[src/rtl/usb_pkg.sv]
// Shared types and constants for the USB host-facing line transmitter.
package usb_pkg;

  localparam logic [7:0]  SYNC_BYTE   = 8'h80;
  localparam int unsigned EOP_SE0_LEN = 2;
  localparam logic [1:0]  LS_SE0      = 2'b00;

  typedef enum logic [2:0] {
    ST_IDLE,
    ST_SYNC,
    ST_DATA,
    ST_STUFF,
    ST_EOP_SE0,
    ST_EOP_J
  } tx_state_e;

  typedef struct packed {
    logic       last;
    logic [7:0] data;
  } tx_byte_t;

  // {dp,dm} idle/J and K states; low-speed swaps the pair polarity
  function automatic logic [1:0] ls_j(input bit low_speed);
    return low_speed ? 2'b01 : 2'b10;
  endfunction

  function automatic logic [1:0] ls_k(input bit low_speed);
    return low_speed ? 2'b10 : 2'b01;
  endfunction

endpackage

[src/rtl/usb_line_tx_if.sv]
// Byte handshake between the hub packet layer and the line transmitter.
interface usb_line_tx_if;
  logic       tx_valid;
  logic [7:0] tx_data;
  logic       tx_last;
  logic       tx_ready;

  modport master (output tx_valid, output tx_data, output tx_last, input tx_ready);
  modport slave  (input tx_valid, input tx_data, input tx_last, output tx_ready);
endinterface

[src/rtl/usb_nrzi_stuffer.sv]
// NRZI level register, consecutive-ones counter and registered {dp,dm} line state.
module usb_nrzi_stuffer
  import usb_pkg::*;
#(
  parameter bit          LOW_SPEED = 1'b0,
  parameter int unsigned STUFF_LEN = 6
) (
  input  logic       clk_i,
  input  logic       rst_i,
  input  logic       bit_i,
  input  logic       bit_valid_i,
  input  logic       se0_i,
  input  logic       restart_i,
  output logic [1:0] line_o,
  output logic       stuff_now_o
);

  localparam int unsigned CNT_W = $clog2(STUFF_LEN + 1);
  localparam logic [1:0]  LS_J  = ls_j(LOW_SPEED);
  localparam logic [1:0]  LS_K  = ls_k(LOW_SPEED);

  logic             level_q, level_d;
  logic [CNT_W-1:0] cnt_q, cnt_d;
  logic [1:0]       line_q, line_d;

  // level 0 = J, 1 = K; a 0 bit toggles, a 1 bit holds
  always_comb begin
    level_d = level_q;
    cnt_d   = cnt_q;
    line_d  = level_q ? LS_K : LS_J;
    if (restart_i) begin
      level_d = 1'b0;
      cnt_d   = '0;
      line_d  = LS_J;
    end else if (se0_i) begin
      line_d = LS_SE0;
    end else if (bit_valid_i) begin
      level_d = bit_i ? level_q : ~level_q;
      cnt_d   = bit_i ? cnt_q + CNT_W'(1) : '0;
      line_d  = level_d ? LS_K : LS_J;
    end
  end

  always_ff @(posedge clk_i) begin
    if (rst_i) begin
      level_q <= 1'b0;
      cnt_q   <= '0;
      line_q  <= LS_J;
    end else begin
      level_q <= level_d;
      cnt_q   <= cnt_d;
      line_q  <= line_d;
    end
  end

  assign line_o      = line_q;
  assign stuff_now_o = (cnt_q == CNT_W'(STUFF_LEN));

endmodule

[src/rtl/usb_line_tx.sv]
// Byte-level transmit FSM: SYNC, LSB-first data with bit stuffing, EOP, and the byte handshake.
module usb_line_tx
  import usb_pkg::*;
#(
  parameter bit          LOW_SPEED = 1'b0,
  parameter int unsigned STUFF_LEN = 6
) (
  input  logic          low_clock,
  input  logic          reset,
  usb_line_tx_if.slave  tx_if,
  output logic          tx_dp,
  output logic          tx_dm,
  output logic          tx_oe,
  output logic          tx_busy,
  output logic          tx_underrun
);

  tx_state_e  state_q, state_d;
  logic [2:0] idx_q, idx_d;
  tx_byte_t   byte_q, byte_d;
  logic       eop_pend_q, eop_pend_d;
  logic       oe_q;

  logic       bit_c, bit_valid_c, se0_c, restart_c;
  logic       ready_c, underrun_c, eop_c, stuff_now;
  logic [1:0] line;

  // state_q names what is on the line this cycle; the bit chosen here appears next cycle
  always_comb begin
    state_d     = state_q;
    idx_d       = idx_q;
    byte_d      = byte_q;
    eop_pend_d  = eop_pend_q;
    bit_c       = 1'b0;
    bit_valid_c = 1'b0;
    se0_c       = 1'b0;
    restart_c   = 1'b0;
    ready_c     = 1'b0;
    underrun_c  = 1'b0;
    eop_c       = 1'b0;
    case (state_q)
      ST_IDLE: begin
        ready_c = 1'b1;
        if (tx_if.tx_valid) begin
          byte_d      = '{last: tx_if.tx_last, data: tx_if.tx_data};
          state_d     = ST_SYNC;
          idx_d       = '0;
          bit_c       = SYNC_BYTE[0];
          bit_valid_c = 1'b1;
        end
      end
      ST_SYNC: begin
        bit_valid_c = 1'b1;
        if (idx_q == 3'd7) begin
          state_d = ST_DATA;
          idx_d   = '0;
          bit_c   = byte_q.data[0];
        end else begin
          idx_d = idx_q + 3'd1;
          bit_c = SYNC_BYTE[idx_d];
        end
      end
      ST_DATA: begin
        if (idx_q != 3'd7) begin
          idx_d = idx_q + 3'd1;
        end else begin
          idx_d = '0;
          if (!byte_q.last) begin
            ready_c = 1'b1;
            if (tx_if.tx_valid) begin
              byte_d = '{last: tx_if.tx_last, data: tx_if.tx_data};
            end else begin
              underrun_c = 1'b1;
              eop_c      = 1'b1;
            end
          end else begin
            eop_c = 1'b1;
          end
        end
        // a pending stuff bit always goes ahead of the next data bit or EOP
        if (stuff_now) begin
          state_d     = ST_STUFF;
          eop_pend_d  = eop_c;
          bit_valid_c = 1'b1;
        end else if (eop_c) begin
          state_d = ST_EOP_SE0;
          se0_c   = 1'b1;
        end else begin
          bit_c       = byte_d.data[idx_d];
          bit_valid_c = 1'b1;
        end
      end
      ST_STUFF: begin
        if (eop_pend_q) begin
          state_d = ST_EOP_SE0;
          idx_d   = '0;
          se0_c   = 1'b1;
        end else begin
          state_d     = ST_DATA;
          bit_c       = byte_q.data[idx_q];
          bit_valid_c = 1'b1;
        end
      end
      ST_EOP_SE0: begin
        if (idx_q == 3'(EOP_SE0_LEN - 1)) begin
          state_d   = ST_EOP_J;
          restart_c = 1'b1;
        end else begin
          idx_d = idx_q + 3'd1;
          se0_c = 1'b1;
        end
      end
      ST_EOP_J: state_d = ST_IDLE;
      default:  state_d = ST_IDLE;
    endcase
  end

  always_ff @(posedge low_clock) begin
    if (reset) begin
      state_q    <= ST_IDLE;
      idx_q      <= '0;
      byte_q     <= '0;
      eop_pend_q <= 1'b0;
      oe_q       <= 1'b0;
    end else begin
      state_q    <= state_d;
      idx_q      <= idx_d;
      byte_q     <= byte_d;
      eop_pend_q <= eop_pend_d;
      oe_q       <= (state_d != ST_IDLE);
    end
  end

  usb_nrzi_stuffer #(
    .LOW_SPEED (LOW_SPEED),
    .STUFF_LEN (STUFF_LEN)
  ) u_nrzi (
    .clk_i       (low_clock),
    .rst_i       (reset),
    .bit_i       (bit_c),
    .bit_valid_i (bit_valid_c),
    .se0_i       (se0_c),
    .restart_i   (restart_c),
    .line_o      (line),
    .stuff_now_o (stuff_now)
  );

  assign tx_if.tx_ready = ready_c & ~reset;
  assign tx_underrun    = underrun_c & ~reset;
  assign tx_dp          = line[1];
  assign tx_dm          = line[0];
  assign tx_oe          = oe_q;
  assign tx_busy        = oe_q;

endmodule
[src/flat_wrapper.sv]
// flat-port wrapper written by rule: the top's interface ports become plain ports
module usb_line_tx_flat import usb_pkg::*;
#(
  parameter bit          LOW_SPEED = 1'b0,
  parameter int unsigned STUFF_LEN = 6
)
  (low_clock, reset, tx_dp, tx_dm, tx_oe, tx_busy, tx_underrun, tx_if_tx_valid, tx_if_tx_data, tx_if_tx_last, tx_if_tx_ready);
  usb_line_tx_if tx_if_i ();
  input  logic low_clock;
  input  logic reset;
  output logic tx_dp;
  output logic tx_dm;
  output logic tx_oe;
  output logic tx_busy;
  output logic tx_underrun;
  input wire logic [$bits(tx_if_i.tx_valid)-1:0] tx_if_tx_valid;
  input wire logic [$bits(tx_if_i.tx_data)-1:0] tx_if_tx_data;
  input wire logic [$bits(tx_if_i.tx_last)-1:0] tx_if_tx_last;
  output wire logic [$bits(tx_if_i.tx_ready)-1:0] tx_if_tx_ready;
  assign tx_if_i.tx_valid = tx_if_tx_valid;
  assign tx_if_i.tx_data = tx_if_tx_data;
  assign tx_if_i.tx_last = tx_if_tx_last;
  assign tx_if_tx_ready = tx_if_i.tx_ready;
  usb_line_tx #(.LOW_SPEED(LOW_SPEED), .STUFF_LEN(STUFF_LEN)) u_core (.low_clock(low_clock), .reset(reset), .tx_if(tx_if_i), .tx_dp(tx_dp), .tx_dm(tx_dm), .tx_oe(tx_oe), .tx_busy(tx_busy), .tx_underrun(tx_underrun));
endmodule
[config.mk]
export PLATFORM = sky130hd
export DESIGN_NAME = usb_line_tx_flat
export DESIGN_NICKNAME = d
export VERILOG_FILES = /design/src/rtl/usb_pkg.sv /design/src/rtl/usb_line_tx_if.sv /design/src/rtl/usb_nrzi_stuffer.sv /design/src/rtl/usb_line_tx.sv /design/src/flat_wrapper.sv
export SDC_FILE = /design/constraint.sdc
export NUM_CORES = 1
export LEC_CHECK = 0
export ABC_AREA = 1
export CAP_MARGIN = 20
export CORE_UTILIZATION = 62
export CTS_CLUSTER_DIAMETER = 80
export DETAILED_ROUTE_END_ITERATION = 7
export DONT_BUFFER_PORTS = 1
export PLACE_DENSITY_LB_ADDON = 0.25
export SYNTH_ARGS = -nofsm -noshare
export SYNTH_HDL_FRONTEND = slang
export SYNTH_SLANG_ARGS = --single-unit
[constraint.sdc]
create_clock -name low_clock -period 2.1 [get_ports low_clock]
set_input_delay 0.63 -clock low_clock [delete_from_list [all_inputs] [get_ports low_clock]]
set_output_delay 0.63 -clock low_clock [all_outputs]
set_load 0.02 [all_outputs]
# Word-level counts from Yosys, hierarchy flattened
# Memories as Yosys holds them, arrays and structs flattened.
# Cells that the tools add are included.
# totals
reg_bits	23
mem_bits_ro	8
in_bits	12
mem_count	1
# mem_list
memory	words	width	rd	rd_clocked_by_memory_dff	write_ports	line	source
(name not given)	8	1	1	0	0	usb_line_tx.sv:60	bit_c = SYNC_BYTE[idx_d];
# op_classes
add_sub_neg	2
n_lt_le_gt_ge	3
eq_ne	12
n_mux	58
bitwise	5
n_reduce_logical	11
# ops
operator	count
$mux 9	5
$mux 3	13
$pmux 3 s5	2
$mux 1	27
$pmux 9 s2	1
$lt 3x4->1 const B	3
$eq 3x3->1 const B	3
$mux 2	4
$add 3x1->3 const B	2
$bmux 1 s3	2
$eq 3x1->1 const B	2
$eq 3x2->1 const B	2
$ne 2x2->1 const B	3
$pmux 1 s3	2
$reduce_and 2->1	3
$reduce_bool 5->1	1
$pmux 1 s4	1
$reduce_and 4->1	1
$logic_not 3->1	1
$ne 3x3->1 const B	1
$not 1->1	3
$reduce_and 3->1	1
$reduce_bool 3->1	1
$reduce_or 3->1	1
5 further kinds	6

# Logic depth before layout (Yosys ltp)
# depth
word_depth	13
ltp_mapped	14
ltp_nobuf	13

# Hierarchy
# Synthesis repeated with hierarchy kept, for this count alone.
# hier_totals
hier_cells	259
area_unflattened_um2	1634.1
# by_module_without_submodules
module	n_inst	cells_per_inst	area_each_um2	seq_area_each_um2
usb_line_tx	1	210	1306.3	340.3
usb_nrzi_stuffer	1	49	327.8	120.1

# Worst setup path before layout
# OpenSTA, ideal clock, no wires.
# synth_path
kind	register to output
startpoint	register u_core.idx_q[1]
endpoint	output port tx_underrun
arrival_ns	1.429
t_required_ns	1.470
path_slack_ns	0.041
stages_incl_launch_ff	5
path_buffers	0
path_cell_list	dfxtp_1 > ha_1 > ha_1 > nand3_1 > nor3_1
# synth_between
elab_chain_cells	4
# synth_rtl
element	line	source
start, declared	usb_line_tx.sv:19	logic [2:0] idx_q, idx_d;
start signal, assigned	usb_line_tx.sv:127	idx_q <= idx_d;
$ne 3x3->1	usb_line_tx.sv:64	if (idx_q != 3'd7) begin
$mux 1	usb_line_tx.sv:64	
$mux 1	usb_line_tx.sv:41	case (state_q)
$and 1x1->1	usb_line_tx.sv:149	assign tx_underrun = underrun_c & ~reset;
end, declared	flat_wrapper.sv:15	output logic tx_underrun;
# Every way passes these cells.

# Worst setup path after layout
# layout_path
startpoint	register u_core.state_q[1]
endpoint	output port tx_if_tx_ready
# layout_between
elab_chain_cells	3
word_cells_on_any_way	4
classes_between	1 x eq/ne; 1 x mux; 1 x bitwise; 1 x reduce/logical
# layout_rtl
element	line	source
start, declared	usb_line_tx.sv:18	tx_state_e state_q, state_d;
start signal, assigned	usb_line_tx.sv:126	state_q <= state_d;
$eq 3x2->1 / $logic_not 3->1 (equally long branches)	usb_line_tx.sv:41	
$pmux 1 s2 *	usb_line_tx.sv:41	
$and 1x1->1 *	usb_line_tx.sv:148	assign tx_if.tx_ready = ready_c & ~reset;
end, declared	flat_wrapper.sv:19	output wire logic [$bits(tx_if_i.tx_ready)-1:0] tx_if_tx_ready;
# Mark *: on every way between the ends. The rest lies on a longest branch, timed or not.

==> impl_metrics.csv <==
group,metric,value,unit
routing,vias,1579,
yosys,netlist_top_cells_area,"dfxtp_1 (29%), nand2_1 (16%), inv_1 (8.7%)",
sta,finalSetupViolCount,0,
pwr,p_leak,0.831,nW
critical_path,worstPathArrival,1.41,ns
yosys,synthTopCellsByCount,"nand2_1 (69), inv_1 (37), dfxtp_1 (23), nand3_1 (23), nor2_1 (17)",
yosys,synth_area,0.00159,mm²
global_routing,antenna_found_initial,0,
layout,fillCellCount,199,
global_routing,grt_max_degree,14,
layout,fin_nets,272,
yosys,yosysWarnings,0,
yosys,ys_seq_area_share,29.0,%
routing,finalWirelength,3.76,mm
routing,drcViolationCount,0,
yosys,ys_ff_latch,23,
critical_path,cp.required,1.47,ns
sta,max_clock_freq,0.491,GHz
layout,fin_cells,280,
clocking,root_buffer,"clkbuf_4",
yosys,avgSynthCellArea,6.51,µm²
clocking,cts-hold-fix-buffers,0,
yosys,yosysMostFrequentCell,"nand2_1",
die,die_w,52.6,µm
layout,drive_above_1_share,17.5,%
clocking,cts_sinks,23,
clocking,h-tree-depth,1,
critical_path,cpMostUsedCell,"inv_2",
critical_path,cp_slowest_stage_delay,0.38,ns
place,hpwlAfterDp,2.74,mm
yosys,synth_async_sr_flop_share,0,%
min_path,min_from,"reset",
sta,maxSlewHeadroom,70.3,%
die,core,0.00232,mm²
critical_path,crit_fanout,3,
clocking,clockBufferDepth,2,
critical_path,worst_setup_path_start_kind,"flip-flop",
routing,drt_iter0_drc,58,
sta,fin_crit_sh,97.0,%
sta,skew,0.00207,ns
die,dieArea,0.00277,mm²
clocking,insertion_delay,0.32,ns
min_path,whs_path_depth,1,
pwr,p_per_area,502,mW/mm²
global_routing,grt-ovfl-total,0,
layout,antenna_cells,0,
routing,detail-route-antenna-nets,0,
yosys,ys_dominant_reg_cell,"dfxtp_1",
run,maxCapViolations,0,
yosys,synth_cells,244,
critical_path,critPathCaptureType,"output pin",
place,post-place-cells,273,
sta,fin_setup_tns,0,ns
yosys,synth_edf_count,0,
yosys,ys_types,35,
clocking,path_clk_slew,0.13,ns
clocking,cts_buffers,3,
global_routing,first_global_vias,1332,
sta,period_needed,2.04,ns
die,start_util,68.5,%
place,port_buffers,0,
die,ioPinCount,18,
min_path,min_to,"u_core.idx_q[0]",
yosys,synth_top_area_cell,"dfxtp_1",
critical_path,r2r_cells,13,
sta,drv_slew,0,
critical_path,reg2reg_from,"u_core.idx_q[0]",
min_path,hold_class,"input pin to flip-flop",
routing,wl_per_cell,13.4,µm
sta,worst_pin_slew,0.440,ns
pwr,vdd_drop_max,0.000548,V
routing,drt_first_pass_iters,4,
die,num_rows,17,
global_routing,grtUsageTotal,29.1,%
place,place.gp.congestion,0.945,
critical_path,rrSetupSlack,0.17,ns
critical_path,rr_endpoint,"u_core.u_nrzi.line_o[1]",
critical_path,crit_type,"flip-flop to output pin",
clocking,cts_tree,"done",
die,fp.dieH,52.6,µm
routing,vias_per_cell,5.64,
status,status,"finished, final reports clean",
sta,hold_viol,0,
critical_path,critical_path.cell_chain,"inv_2 > nor2_2 > nand2_2 > inv_2 > nand3_4 > a21oi_2 > buf_6",
yosys,netlist.area_leader.share,29.0,%
global_routing,grt_pass1_wl,5.95,mm
yosys,syn_nets,263,
layout,syn_to_final_growth,9.93,%
critical_path,critPathSlowestCell,"dfxtp_2",
worst max-delay path by stage:
stage / slack [ns] / depth (start not counted) / startpoint / to
2_1_floorplan: 0.04 / 4 / u_core.idx_q[1] / tx_underrun
3_3_place_gp: 0.23 / 5 / u_core.idx_q[0] / tx_underrun
3_5_place_dp: 0.17 / 5 / u_core.idx_q[1] / tx_underrun
4_1_cts: 0.03 / 5 / u_core.idx_q[0] / tx_if_tx_ready
5_1_grt: -0.009 / 7 / u_core.state_q[1] / tx_underrun
6_report: 0.06 / 7 / u_core.state_q[1] / tx_if_tx_ready
where the power goes:
| part | internal (mW) | leakage [nW] | switching (mW) |
|---|---|---|---|
| clock | 0.0713 | 0.0177 | 0.142 |
| combinational | 0.0649 | 0.623 | 0.111 |
| sequential | 0.462 | 0.190 | 0.0257 |
sequential cells by signal, indices dropped and copies added, names as in the netlist:
register / count
u_core.byte_q: 9
u_core.eop_pend_q: 1
u_core.idx_q: 3
u_core.state_q: 3
u_core.u_nrzi.cnt_q: 3
u_core.u_nrzi.level_q: 1
u_core.u_nrzi.line_o: 2
u_core.tx_busy: 1
through the flow:
stage	cell area [µm²]	total power [mW]	setup slack, ns	utilization, %	hold slack, ns
after CTS	1690	0.873	0.0262	72.9	0.356
after detailed placement	1640	0.667	0.172	70.5	0.470
after global routing	1750	0.925	-0.00949	75.3	0.337
after global placement	1640	0.662	0.230	70.5	0.463
after floorplan	1590	0.637	0.0409	-	0.446
final	1750	0.877	0.0628	75.3	0.358
critical path: cells and delay by family, from the launching register on:
family / cells / cell delay [ns]
compound gates: 1 / 0.16
buf+inv: 3 / 0.26
flops: 1 / 0.38
simple gates: 3 / 0.29
per-layer routing:
| layer | up-vias | share of wire [%] | global-route usage (%) |
|---|---|---|---|
| li1 | 802 | - | - |
| met1 | 705 | 44 | 37.9 |
| met2 | 66 | 47 | 50.6 |
| met3 | 6 | 7.4 | 4.35 |
| met4 | 0 | 0.98 | 5.26 |
| met5 | - | 0 | 0 |
cells by family after synthesis:
kind of cell	count (synthesis)	synth area share, %
DFF	23	29.0
adders and majority gates	7	5.52
buffers and inverters	47	12.2
xor gates and xnor gates	1	0.552
and+or+nand+nor	132	40.0
AOI/OAI and AO/OA	34	12.8
cells in the final DEF, fill, tap and decap left out, types with 2 or more instances in the layout:
cell and instances:
dfxtp_1 19, inv_1 35, ha_4 2, o21ai_0 11, o211ai_1 2, nor2_2 2, nand4_1 4, nor3_2 2
nor2_1 16, nand3_2 3, inv_2 5, a21oi_2 2, dfxtp_2 4, nand2_2 3, nand2_1 68, nor2_4 2
nor3_1 3, buf_4 9, a21oi_1 10, clkbuf_4 3, nand2_4 2, ha_1 5, nand3_1 22, o221ai_1 4
cell type report:
cell class              count  area, µm²  area share, %
multi-input cells         174        985           56.4
clock inverters             1       5.00          0.287
clock buffers               3       22.5           1.29
inverters                  41        154           8.82
repair buffers             10       78.8           4.52
well taps                  28       35.0           2.01
flip-flops and latches     23        465           26.7
what timing repair did:
item | in CTS | in global routing
pin swaps | 0 | 2
gates resized for setup | 6 | 11
setup buffers | 0 | 3
setup endpoints to repair | 2 | 2
(Power assumes the default switching activity.)
